[src/rtl/demux1_2_2bit_reg_pkg.sv]
// Shared constants for the registered 1:2 demultiplexer: lane encodings and
// default widths used by the interface, the lane register and the top.
package demux_pkg;

  localparam logic LANE_A = 1'b0;
  localparam logic LANE_B = 1'b1;

  localparam int DEF_WIDTH = 2;
  localparam int DEF_CNT_W = 8;

endpackage

[src/rtl/demux1_2_2bit_reg_if.sv]
// Bus bundle for the demultiplexer: the muxed input stream, both output lanes
// with their handshakes, the per-lane beat counters and the counter clear.
interface demux_if
  import demux_pkg::*;
#(
    parameter int WIDTH = DEF_WIDTH,
    parameter int CNT_W = DEF_CNT_W
);

    logic [WIDTH-1:0] in_data;
    logic             in_sel;
    logic             in_valid;
    logic             in_ready;

    logic [WIDTH-1:0] outA_data;
    logic             outA_valid;
    logic             outA_ready;

    logic [WIDTH-1:0] outB_data;
    logic             outB_valid;
    logic             outB_ready;

    logic [CNT_W-1:0] cntA;
    logic [CNT_W-1:0] cntB;
    logic             clr_cnt;

    // Source/consumer side: drives the stream and the lane readies.
    modport master (
        output in_data, in_sel, in_valid, outA_ready, outB_ready, clr_cnt,
        input  in_ready, outA_data, outA_valid, outB_data, outB_valid, cntA, cntB
    );

    // Demultiplexer side.
    modport slave (
        input  in_data, in_sel, in_valid, outA_ready, outB_ready, clr_cnt,
        output in_ready, outA_data, outA_valid, outB_data, outB_valid, cntA, cntB
    );

endinterface

[src/rtl/demux1_2_2bit_reg_lane.sv]
// One output lane: a single-entry hold register with valid/ready handshake and
// a saturating count of beats loaded into it.
module demux_lane_reg
  import demux_pkg::*;
#(
    parameter int WIDTH = DEF_WIDTH,
    parameter int CNT_W = DEF_CNT_W
) (
    input  logic             clk,
    input  logic             reset_L,
    input  logic             load,
    input  logic [WIDTH-1:0] data_in,
    input  logic             ready_out,
    input  logic             clr,
    output logic [WIDTH-1:0] data,
    output logic             valid,
    output logic             free,
    output logic [CNT_W-1:0] cnt
);

    localparam logic [CNT_W-1:0] CNT_MAX = '1;

    // A full register can still accept when its consumer drains it this cycle.
    assign free = ~valid | ready_out;

    // NOTE: state registers use non-blocking assignments so every register
    // samples pre-edge values; the data register is reset too so the lane
    // never presents X after reset, even though valid already qualifies it.
    always_ff @(posedge clk or negedge reset_L) begin
        if (!reset_L) begin
            data  <= '0;
            valid <= 1'b0;
        end else if (load) begin
            data  <= data_in;
            valid <= 1'b1;
        end else if (valid && ready_out) begin
            valid <= 1'b0;
        end
    end

    always_ff @(posedge clk or negedge reset_L) begin
        if (!reset_L) begin
            cnt <= '0;
        end else if (clr) begin
            cnt <= '0;
        end else if (load && (cnt != CNT_MAX)) begin
            cnt <= cnt + 1'b1;
        end
    end

endmodule

[src/rtl/demux1_2_2bit_reg.sv]
// Registered 1:2 demultiplexer: routes each accepted beat of the muxed stream
// into lane A or lane B according to in_sel, one beat per cycle per lane.
module demux1_2_2bit_reg
  import demux_pkg::*;
#(
    parameter int WIDTH = DEF_WIDTH,
    parameter int CNT_W = DEF_CNT_W
) (
    input logic   clk,
    input logic   reset_L,
    demux_if.slave bus
);

    logic free_a;
    logic free_b;
    logic accept;
    logic load_a;
    logic load_b;

    // in_ready depends only on the select and the selected lane's state/ready.
    assign bus.in_ready = (bus.in_sel == LANE_B) ? free_b : free_a;
    assign accept       = bus.in_valid & bus.in_ready;
    assign load_a       = accept & (bus.in_sel == LANE_A);
    assign load_b       = accept & (bus.in_sel == LANE_B);

    demux_lane_reg #(
        .WIDTH (WIDTH),
        .CNT_W (CNT_W)
    ) u_lane_a (
        .clk       (clk),
        .reset_L   (reset_L),
        .load      (load_a),
        .data_in   (bus.in_data),
        .ready_out (bus.outA_ready),
        .clr       (bus.clr_cnt),
        .data      (bus.outA_data),
        .valid     (bus.outA_valid),
        .free      (free_a),
        .cnt       (bus.cntA)
    );

    demux_lane_reg #(
        .WIDTH (WIDTH),
        .CNT_W (CNT_W)
    ) u_lane_b (
        .clk       (clk),
        .reset_L   (reset_L),
        .load      (load_b),
        .data_in   (bus.in_data),
        .ready_out (bus.outB_ready),
        .clr       (bus.clr_cnt),
        .data      (bus.outB_data),
        .valid     (bus.outB_valid),
        .free      (free_b),
        .cnt       (bus.cntB)
    );

endmodule

[src/flat_wrapper.sv]
// flat-port wrapper written by rule: the top's interface ports become plain ports
module demux1_2_2bit_reg_flat import demux_pkg::*;
#(
    parameter int WIDTH = DEF_WIDTH,
    parameter int CNT_W = DEF_CNT_W
)
  (clk, reset_L, bus_in_data, bus_in_sel, bus_in_valid, bus_outA_ready, bus_outB_ready, bus_clr_cnt, bus_in_ready, bus_outA_data, bus_outA_valid, bus_outB_data, bus_outB_valid, bus_cntA, bus_cntB);
  demux_if #(.WIDTH(WIDTH), .CNT_W(CNT_W)) bus_i ();
  input logic clk;
  input logic reset_L;
  input wire logic [$bits(bus_i.in_data)-1:0] bus_in_data;
  input wire logic [$bits(bus_i.in_sel)-1:0] bus_in_sel;
  input wire logic [$bits(bus_i.in_valid)-1:0] bus_in_valid;
  input wire logic [$bits(bus_i.outA_ready)-1:0] bus_outA_ready;
  input wire logic [$bits(bus_i.outB_ready)-1:0] bus_outB_ready;
  input wire logic [$bits(bus_i.clr_cnt)-1:0] bus_clr_cnt;
  output wire logic [$bits(bus_i.in_ready)-1:0] bus_in_ready;
  output wire logic [$bits(bus_i.outA_data)-1:0] bus_outA_data;
  output wire logic [$bits(bus_i.outA_valid)-1:0] bus_outA_valid;
  output wire logic [$bits(bus_i.outB_data)-1:0] bus_outB_data;
  output wire logic [$bits(bus_i.outB_valid)-1:0] bus_outB_valid;
  output wire logic [$bits(bus_i.cntA)-1:0] bus_cntA;
  output wire logic [$bits(bus_i.cntB)-1:0] bus_cntB;
  assign bus_i.in_data = bus_in_data;
  assign bus_i.in_sel = bus_in_sel;
  assign bus_i.in_valid = bus_in_valid;
  assign bus_i.outA_ready = bus_outA_ready;
  assign bus_i.outB_ready = bus_outB_ready;
  assign bus_i.clr_cnt = bus_clr_cnt;
  assign bus_in_ready = bus_i.in_ready;
  assign bus_outA_data = bus_i.outA_data;
  assign bus_outA_valid = bus_i.outA_valid;
  assign bus_outB_data = bus_i.outB_data;
  assign bus_outB_valid = bus_i.outB_valid;
  assign bus_cntA = bus_i.cntA;
  assign bus_cntB = bus_i.cntB;
  demux1_2_2bit_reg #(.WIDTH(WIDTH), .CNT_W(CNT_W)) u_core (.clk(clk), .reset_L(reset_L), .bus(bus_i));
endmodule
[config.mk]
export PLATFORM = sky130hd
export DESIGN_NAME = demux1_2_2bit_reg_flat
export DESIGN_NICKNAME = d
export VERILOG_FILES = /design/src/rtl/demux1_2_2bit_reg_pkg.sv /design/src/rtl/demux1_2_2bit_reg_if.sv /design/src/rtl/demux1_2_2bit_reg_lane.sv /design/src/rtl/demux1_2_2bit_reg.sv /design/src/flat_wrapper.sv
export SDC_FILE = /design/constraint.sdc
export NUM_CORES = 1
export LEC_CHECK = 0
export BUFFER_PORTS_ARGS = -buffer_cell sky130_fd_sc_hd__buf_4
export CORE_MARGIN = 10
export CORE_UTILIZATION = 40
export CTS_CLUSTER_DIAMETER = 30
export DETAILED_ROUTE_END_ITERATION = 12
export HOLD_SLACK_MARGIN = 0.05
export SYNTH_ARGS = -nofsm -noshare
export SYNTH_HDL_FRONTEND = slang
export SYNTH_SLANG_ARGS = --single-unit
[constraint.sdc]
create_clock -name clk -period 3.3 [get_ports clk]
set_clock_uncertainty 0.1 [all_clocks]
set_input_delay 0.33 -clock clk [delete_from_list [all_inputs] [get_ports clk]]
set_output_delay 0.33 -clock clk [all_outputs]
set_load 0.1 [all_outputs]
# Yosys cells after proc, flatten, opt, wreduce, memory -nomap -nowiden
# Cells that the tools add are included.
# totals
regBits	22
output_inout_bits	23
# classes
addsub	2
eq_ne	2
muxes	9
bitwise_logic	8
n_reduce_logical	8
# ops
cell	count
2-to-1 mux 8 bit	4
adder 8 x 1 -> 8 bit, second input constant	2
inequality test 8 bit, second input constant	2
nonzero test 2 bit	4
2-to-1 mux 1 bit	5
logical AND 1 bit	4
bitwise AND 1 bit	3
NOT 1 bit	3
bitwise OR 1 bit	2

# Logic depth before layout (Yosys ltp)
# Gate-level depths: netlist of run 1.
# depth
depth_word	8
mapped_depth	5
mapped_depth_nobuf	5

# Cells and area by module
# From an unflattened synthesis of run 1, not the netlist that was laid out.
# hier_totals
cells_unflattened	109
area_unflattened_um2	1173.6
# modules_own_cells
module	n_inst	cells_each	area_per_inst_um2	seq_area_each_um2
demux_lane_reg (u_core.u_lane_a)	1	54	605.6	275.3
demux_lane_reg (u_core.u_lane_b)	1	52	535.5	275.3
demux1_2_2bit_reg	1	3	32.5	0.0

# Least setup slack after synthesis of run 1
# OpenSTA, ideal clock, no wires.
# synth_timing
kind	flip-flop to output port
from	register u_core.u_lane_a.valid
to	output port bus_in_ready
t_arrival_ns	2.550
required_ns	2.870
path_slack_ns	0.320
stages_incl_launch_ff	4
n_path_buf	0
cell_sequence	dfrtp_1 > nand2b_1 > nor2_1 > a21oi_1
# synth_via
elab_chain_len	3
# synth_rtl
element	line	text
from (decl)	demux1_2_2bit_reg_lane.sv:16	output logic valid,
from (signal assigned)	demux1_2_2bit_reg_lane.sv:32	valid <= 1'b0;
from (signal assigned)	demux1_2_2bit_reg_lane.sv:35	valid <= 1'b1;
from (signal assigned)	demux1_2_2bit_reg_lane.sv:37	valid <= 1'b0;
NOT 1 bit	demux1_2_2bit_reg_lane.sv:24	assign free = ~valid | ready_out;
bitwise OR 1 bit	demux1_2_2bit_reg_lane.sv:24	
2-to-1 mux 1 bit	demux1_2_2bit_reg.sv:21	assign bus.in_ready = (bus.in_sel == LANE_B) ? free_b : free_a;
to (decl)	flat_wrapper.sv:17	output wire logic [$bits(bus_i.in_ready)-1:0] bus_in_ready;
# No other way between the ends.

# Worst setup path after layout of run 1
# Same ends and word-level chain as after synthesis.

==> results.yml, run 1 <==
grt:
  antenna_found_initial: 0
  gr-usage-all-layers_pct: 10.2
  grt_overflow: 0
  grt_pass1_wl_mm: 4.57
  grt_max_degree: 23
  grt_pass1_vias: 992
layout:
  register_area_sq_um: 551
  area_growth_pct: 26.6
  multiInputGateArea_sq_um: 588
  fillerInstances: 265
  diodes: 0
  nets: 171
  finish.utilization_pct: 53.0
  finalInstanceArea_sq_um: 1480
  drive_gt1_share_pct: 27.0
  stdcell_count: 190
route:
  vias_per_cell: 5.45
  drt_wl_total_mm: 2.87
  num_vias: 1035
  ant_nets: 0
  wl_met2_mm: 1.29
  first_iter_violations: 49
  route.detailed.drc: 0
  top_layer: "met4"
  route.met3.wl_microns: 230
  dr.pass1.iters: 4
  wire_per_inst_microns: 15.1
  met1Wirelength_mm: 1.33
sta:
  fmaxAchievable_ghz: 0.548
  setup_tns_ns: 0
  layout_min_cycle_time_ns: 1.82
  tightest_slew_ns: 0.426
  slew_headroom_pct: 71.5
  fin_crit_sh_pct: 55.3
  finalHoldViolCount: 0
  rsz0062_at_grt: "no"
  setup_violations: 0
  drv_slew: 0
setup_path:
  cp.required_ns: 2.87
  crit_chain: "nand2b_1 > nor2_1 > a21oi_1 > buf_4"
  startpoint_type: "flop"
  r2r-start: "u_core.u_lane_b.valid$_DFFE_PN0P_"
  path_class: "flop to output pin"
  critPathCaptureType: "output pin"
  crit_path_start: "u_core.u_lane_a.valid$_DFFE_PN0P_"
  max_stage_delay_ns: 0.40
  cp_max_fo: 6
  cp.arrival_ns: 1.39
  critPathSlowestCell: "dfrtp_1"
cts:
  clk_pin_slew_ns: 0.13
  cts_max_level: 1
  root_buffer: "clkbuf_4"
  clk_latency_ns: 0.31
  cts.sinks: 22
  clockBufferDepth: 2
  cts_setup_buffers: 0
  cts_tree: "built"
  cts_buffers: 3
power:
  seq_power_share_pct: 47.0
  swShare_pct: 37.5
  p_leak_nw: 0.649
  ir_drop_mv: 0.317
  finalPower_uw: 621
  pwr-share-clk_pct: 24.4
  internal_power_uw: 389
  combPwrFrac_pct: 28.6
  p_per_area_nw_per_um2: 421
  p_sw_uw: 233
floorplan:
  die_w_microns: 74.0
  rows: 19
  fp.coreArea_sq_um: 2780
  die_area_sq_um: 5470
  die_h_microns: 74.0
  io_pins: 32
  initial_core_util_pct: 41.9
placed_design:
  port_buffers: 31
  place.gp.congestion: 0.880
  hpwlAfterDp_mm: 2.18
  dp_cells: 185
  dpl_cell_area_sq_um: 1430
logic_synthesis:
  synth_cell_types: 36
  yosysSeqAreaShare_pct: 47.3
  synth_edf_count: 0
  ys_top_cells_by_area: "dfrtp_1, nand2_1, mux2_2"
  synth_top_cell_area_share_pct: 47.3
  synth_ff_type: "dfrtp_1"
  synth_seq_cells: 22
  yosys.area.top_type: "dfrtp_1"
  syn_area_per_cell_sq_um: 9.32
  synth-async-reset-ratio_pct: 100
  synth_fp_nets: 136
  syn-cell-area_sq_um: 1160
  syn_inst: 125
  ys_warn_count: 0
outcome:
  status: "completed"
min_path:
  holdCritStartpoint: "bus_in_data[1]"
  hold_class: "primary input to flop"
run:
  maxCapViolations: 0
==> cell usage after synthesis (all sizes together) (4+ instances only) <==
cell type  instances
dfrtp             22
nand2             17
nor2               8
a21oi              7
nand3              7
inv                5
nand2b             5
nor3               5
o21ai              5
mux2               4
nor2b              4
nor4               4
==> routing by layer <==
metal	track usage (%)	vias to the layer above
li1	-	522
met1	13.7	481
met2	15.1	30
met3	3.19	2
met4	3.73	0
met5	0	-
==> worst max-delay path, delay by kind of cell, from the launching register on <==
family,cells,cell delay (ns)
flops,1,0.40
compound gates,1,0.14
simple gates,2,0.24
buf+inv,1,0.31
==> registers in the layout (all words and copies together), names as in the netlist <==
name / count
u_core.u_lane_a.cnt: 8
u_core.u_lane_b.cnt: 8
u_core.u_lane_a.data: 2
u_core.u_lane_b.data: 2
u_core.u_lane_a.valid: 1
u_core.u_lane_b.valid: 1
==> cell families after synthesis <==
group	after synthesis	synth area share [%]
simple gates	65	30.4
buf+inv	7	2.26
fa+ha+maj	2	2.15
flops	22	47.3
mux	6	5.59
compound gates	23	12.4
==> worst paths after layout <==
kind	to	depth (start not counted)	slack, ns
min in group asynchronous	u_core.u_lane_a.cnt[6]$_DFFE_PN0P_	2	0.33
worst max-delay path	bus_in_ready	4	1.48
worst min register to register	u_core.u_lane_a.data[1]$_DFFE_PN0P_	2	0.42
max in group asynchronous	u_core.u_lane_b.cnt[0]$_DFFE_PN0P_	2	2.55
worst min-delay path	u_core.u_lane_a.data[1]$_DFFE_PN0P_	3	0.12
worst max register to register	u_core.u_lane_b.cnt[7]$_DFFE_PN0P_	4	1.57
==> placed cells by master (no fill, tap or decap), drive strengths merged <==
| cell type | synthesis | layout |
|---|---|---|
| inv | 5 | 5 |
| nor4 | 4 | 4 |
| nor4b | 2 | 2 |
| a211oi | 1 | 1 |
| nor2 | 8 | 8 |
| ha | 2 | 2 |
| mux2 | 4 | 4 |
| and4 | 1 | 1 |
| o21ai | 5 | 5 |
| a21oi | 7 | 7 |
| o31ai | 1 | 1 |
| o21a | 2 | 2 |
| nor3 | 5 | 5 |
| dlygate4sd3 | 0 | 1 |
| dfrtp | 22 | 22 |
| nand2b | 5 | 5 |
| nor2b | 4 | 4 |
| a2111oi | 1 | 1 |
| and3 | 1 | 1 |
| or3 | 2 | 2 |
| clkbuf | 1 | 4 |
| nand2 | 17 | 17 |
| mux2i | 2 | 2 |
| or4 | 2 | 2 |
| nand3 | 7 | 7 |
| a31oi | 3 | 3 |
| and2 | 3 | 3 |
| a311oi | 1 | 1 |
| nand4 | 1 | 1 |
| and2b | 1 | 1 |
| buf | 1 | 31 |
| or2 | 2 | 2 |
| a41oi | 1 | 1 |
| o41ai | 1 | 1 |
==> per-stage QoR <==
stage / hold slack [ns] / setup WS [ns]
after global routing: 0.125 / 1.40
after floorplan: -0.0656 / 0.320
after CTS: 0.107 / 1.44
after global placement: 0.140 / 1.57
final: 0.116 / 1.48
after detailed placement: 0.136 / 1.58
==> timing repair <==
action,in CTS,in global routing
setup endpoints to repair,0,0
resized for setup,0,0
hold endpoints to repair,22,0
hold buffers,1,0
==> power groups by stage <==
stage / logic, mW / clock network [mW] / registers (mW)
2_1_floorplan: 0.0358 / 0 / 0.391
3_3_place_gp: 0.178 / 0 / 0.296
3_5_place_dp: 0.178 / 0 / 0.297
4_1_cts: 0.179 / 0.158 / 0.292
5_1_grt: 0.186 / 0.165 / 0.294
6_report: 0.178 / 0.152 / 0.292
==> area by class of cell <==
type,count,area share [%]
Timing Repair Buffer,32,16.5
Multi-Input combinational cell,96,39.9
Sequential cell,22,37.3
Tap cell,31,2.63
Clock buffer,4,2.46
Inverter,5,1.27
(Power assumes the default switching activity.)
==> run 2: changes to the inputs <==
--- a/config.mk
+++ b/config.mk
@@ -11,6 +11,7 @@
 export CTS_CLUSTER_DIAMETER = 30
 export DETAILED_ROUTE_END_ITERATION = 12
 export HOLD_SLACK_MARGIN = 0.05
+export PLACE_DENSITY = 0.66
 export SYNTH_ARGS = -nofsm -noshare
 export SYNTH_HDL_FRONTEND = slang
 export SYNTH_SLANG_ARGS = --single-unit
==> constraint.sdc (replaced) <==
create_clock -name clk -period 1.65 [get_ports clk]
set_clock_uncertainty 0.1 [all_clocks]
set_input_delay 0.165 -clock clk [delete_from_list [all_inputs] [get_ports clk]]
set_output_delay 0.165 -clock clk [all_outputs]
set_load 0.1 [all_outputs]
==> run 2 against run 1 <==
Compared with the run above:
- the run now ends with setup timing left
- core utilization grew 11 points
- sequential share of layout area shrank 4.0 points
- non-clock buffer count grew 16
- critical path type is now flop to flop
- largest power group unchanged
==> results.yml, run 2 (synthesis gave the netlist of run 1 again) <==
setup_path:
  startpoint_type: "flop"
  cp.arrival_ns: 1.86
  reg2regPathDepth: 4
  regToRegSetupSlack_ns: -0.06
  critPathCaptureType: "flop"
  cp.required_ns: 1.80
  r2r-start: "u_core.u_lane_b.valid$_DFFE_PN0P_"
  cp_max_fo: 4
  r2r_end: "u_core.u_lane_b.cnt[7]$_DFFE_PN0P_"
  path_class: "flop to flop"
run:
  maxCapViolations: 0
route:
  num_vias: 1141
  wire_per_inst_microns: 15.4
  route.detailed.drc: 0
  first_iter_violations: 67
  ant_nets: 0
  vias_per_cell: 5.54
  drt_wl_total_mm: 3.16
  dr.pass1.iters: 4
min_path:
  hold_end: "u_core.u_lane_b.cnt[7]$_DFFE_PN0P_"
  min_path_cells: 2
  hold_class: "primary input to flop"
  holdCritStartpoint: "bus_clr_cnt"
floorplan:
  io_pins: 32
  fp.coreArea_sq_um: 2780
  die_w_microns: 74.0
  die_h_microns: 74.0
  rows: 19
  initial_core_util_pct: 41.9
  die_area_sq_um: 5470
power:
  p_per_area_nw_per_um2: 731
  p_leak_nw: 0.717
  ir_drop_mv: 0.586
layout:
  final_common_cell: "buf_4"
  nets: 187
  area_growth_pct: 53.3
  finish.utilization_pct: 64.2
  final_cell_mix: "buf_4, nand2_1, dfrtp_4, dfrtp_2, dlygate4sd3_1"
  drive_gt1_share_pct: 49.1
  fillerInstances: 237
  finalInstanceArea_sq_um: 1790
  largest_registers: "u_core.u_lane_a.cnt (8), u_core.u_lane_b.cnt (8)"
  diodes: 0
sta:
  slew_headroom_pct: 74.5
  finalHoldViolCount: 0
  setup_violations: 3
  drv_slew: 0
  tightest_slew_ns: 0.373
  layout_min_cycle_time_ns: 1.71
  fin_crit_sh_pct: 104
  setup_slack_ns: -0.0606
  fmaxAchievable_ghz: 0.585
  rsz0062_at_grt: "yes"
placed_design:
  post-place-ws_ns: -0.0697
  port_buffers: 31
  hpwlAfterDp_mm: 2.27
  dpl_cell_area_sq_um: 1570
  place.gp.congestion: 0.859
grt:
  grt_pass1_vias: 1094
  grt_pass1_wl_mm: 5.06
  grt_max_degree: 23
  grt_overflow: 0
  gr-usage-all-layers_pct: 11.4
  antenna_found_initial: 0
outcome:
  status: "finished, violations left"
  violations: "setup timing"
cts:
  cts_buffers: 3
  cts_max_level: 1
  clk_latency_ns: 0.32
  cts.sinks: 22
  clk_pin_slew_ns: 0.13
  root_buffer: "clkbuf_4"
  cts_tree: "built"
  clockBufferDepth: 2
## run 2: layout make-up
cell class | instances | area [sq um] | share of cell area (%)
clock buffer | 4 | 36.3 | 2.03
inverter | 5 | 18.8 | 1.05
multi-input combinational | 96 | 706 | 39.5
sequential | 22 | 596 | 33.4
tap | 31 | 38.8 | 2.17
timing repair buffer | 48 | 390 | 21.9
## run 2: per-layer routing
| layer | GRT usage (%) | wire [microns] | part of all wire (%) |
|---|---|---|---|
| met5 | 0 | 0 | 0 |
| met4 | 4.35 | 20 | 0.63 |
| met3 | 2.79 | 216 | 6.8 |
| met2 | 17.6 | 1490 | 47 |
| met1 | 14.9 | 1440 | 45 |
## run 2: critical path, cell delays in order (launching register included)
cell,delay [ns]
dfrtp_4,0.50
nor2b_4,0.13
or4_4,0.49
or2_1,0.25
a211oi_2,0.16
## run 2: how the worst max path moves through the flow
stage | to | slack, ns | cells after the start | start
5_1_grt | u_core.u_lane_b.cnt[7]$_DFFE_PN0P_ | -0.13 | 4 | u_core.u_lane_b.valid$_DFFE_PN0P_
6_report | u_core.u_lane_b.cnt[7]$_DFFE_PN0P_ | -0.06 | 4 | u_core.u_lane_b.valid$_DFFE_PN0P_
2_1_floorplan | u_core.u_lane_b.cnt[7]$_DFFE_PN0P_ | -0.26 | 4 | u_core.u_lane_b.valid$_DFFE_PN0P_
3_5_place_dp | u_core.u_lane_b.cnt[7]$_DFFE_PN0P_ | -0.07 | 4 | u_core.u_lane_b.valid$_DFFE_PN0P_
4_1_cts | u_core.u_lane_b.cnt[7]$_DFFE_PN0P_ | -0.07 | 4 | u_core.u_lane_b.valid$_DFFE_PN0P_
3_3_place_gp | u_core.u_lane_b.cnt[7]$_DFFE_PN0P_ | -0.06 | 4 | u_core.u_lane_b.valid$_DFFE_PN0P_
## run 2: report_power, final
group          internal [mW]  switching (mW)
clock                  0.135           0.175
combinational          0.113           0.290
sequential             0.570          0.0219
## run 2: repair_timing
| item | in CTS | in global routing |
|---|---|---|
| setup endpoints to repair | 4 | 10 |
| gates resized for setup | 4 | 11 |
| buffers inserted | 0 | 4 |
| hold buffers | 7 | 0 |
| pin swaps | 4 | 8 |
| endpoints found under the hold margin | 28 | 0 |
## run 2: metrics by stage
step	hold WS, ns	std cells	TNS, ns	total power [mW]
after global placement	-0.0218	191	-0.0633	0.977
after floorplan	-0.231	125	-0.684	0.873
after detailed placement	-0.0254	191	-0.0697	0.981
after CTS	0.0509	202	-0.113	1.31
after global routing	0.0706	206	-0.359	1.36
final	0.0520	206	-0.120	1.31
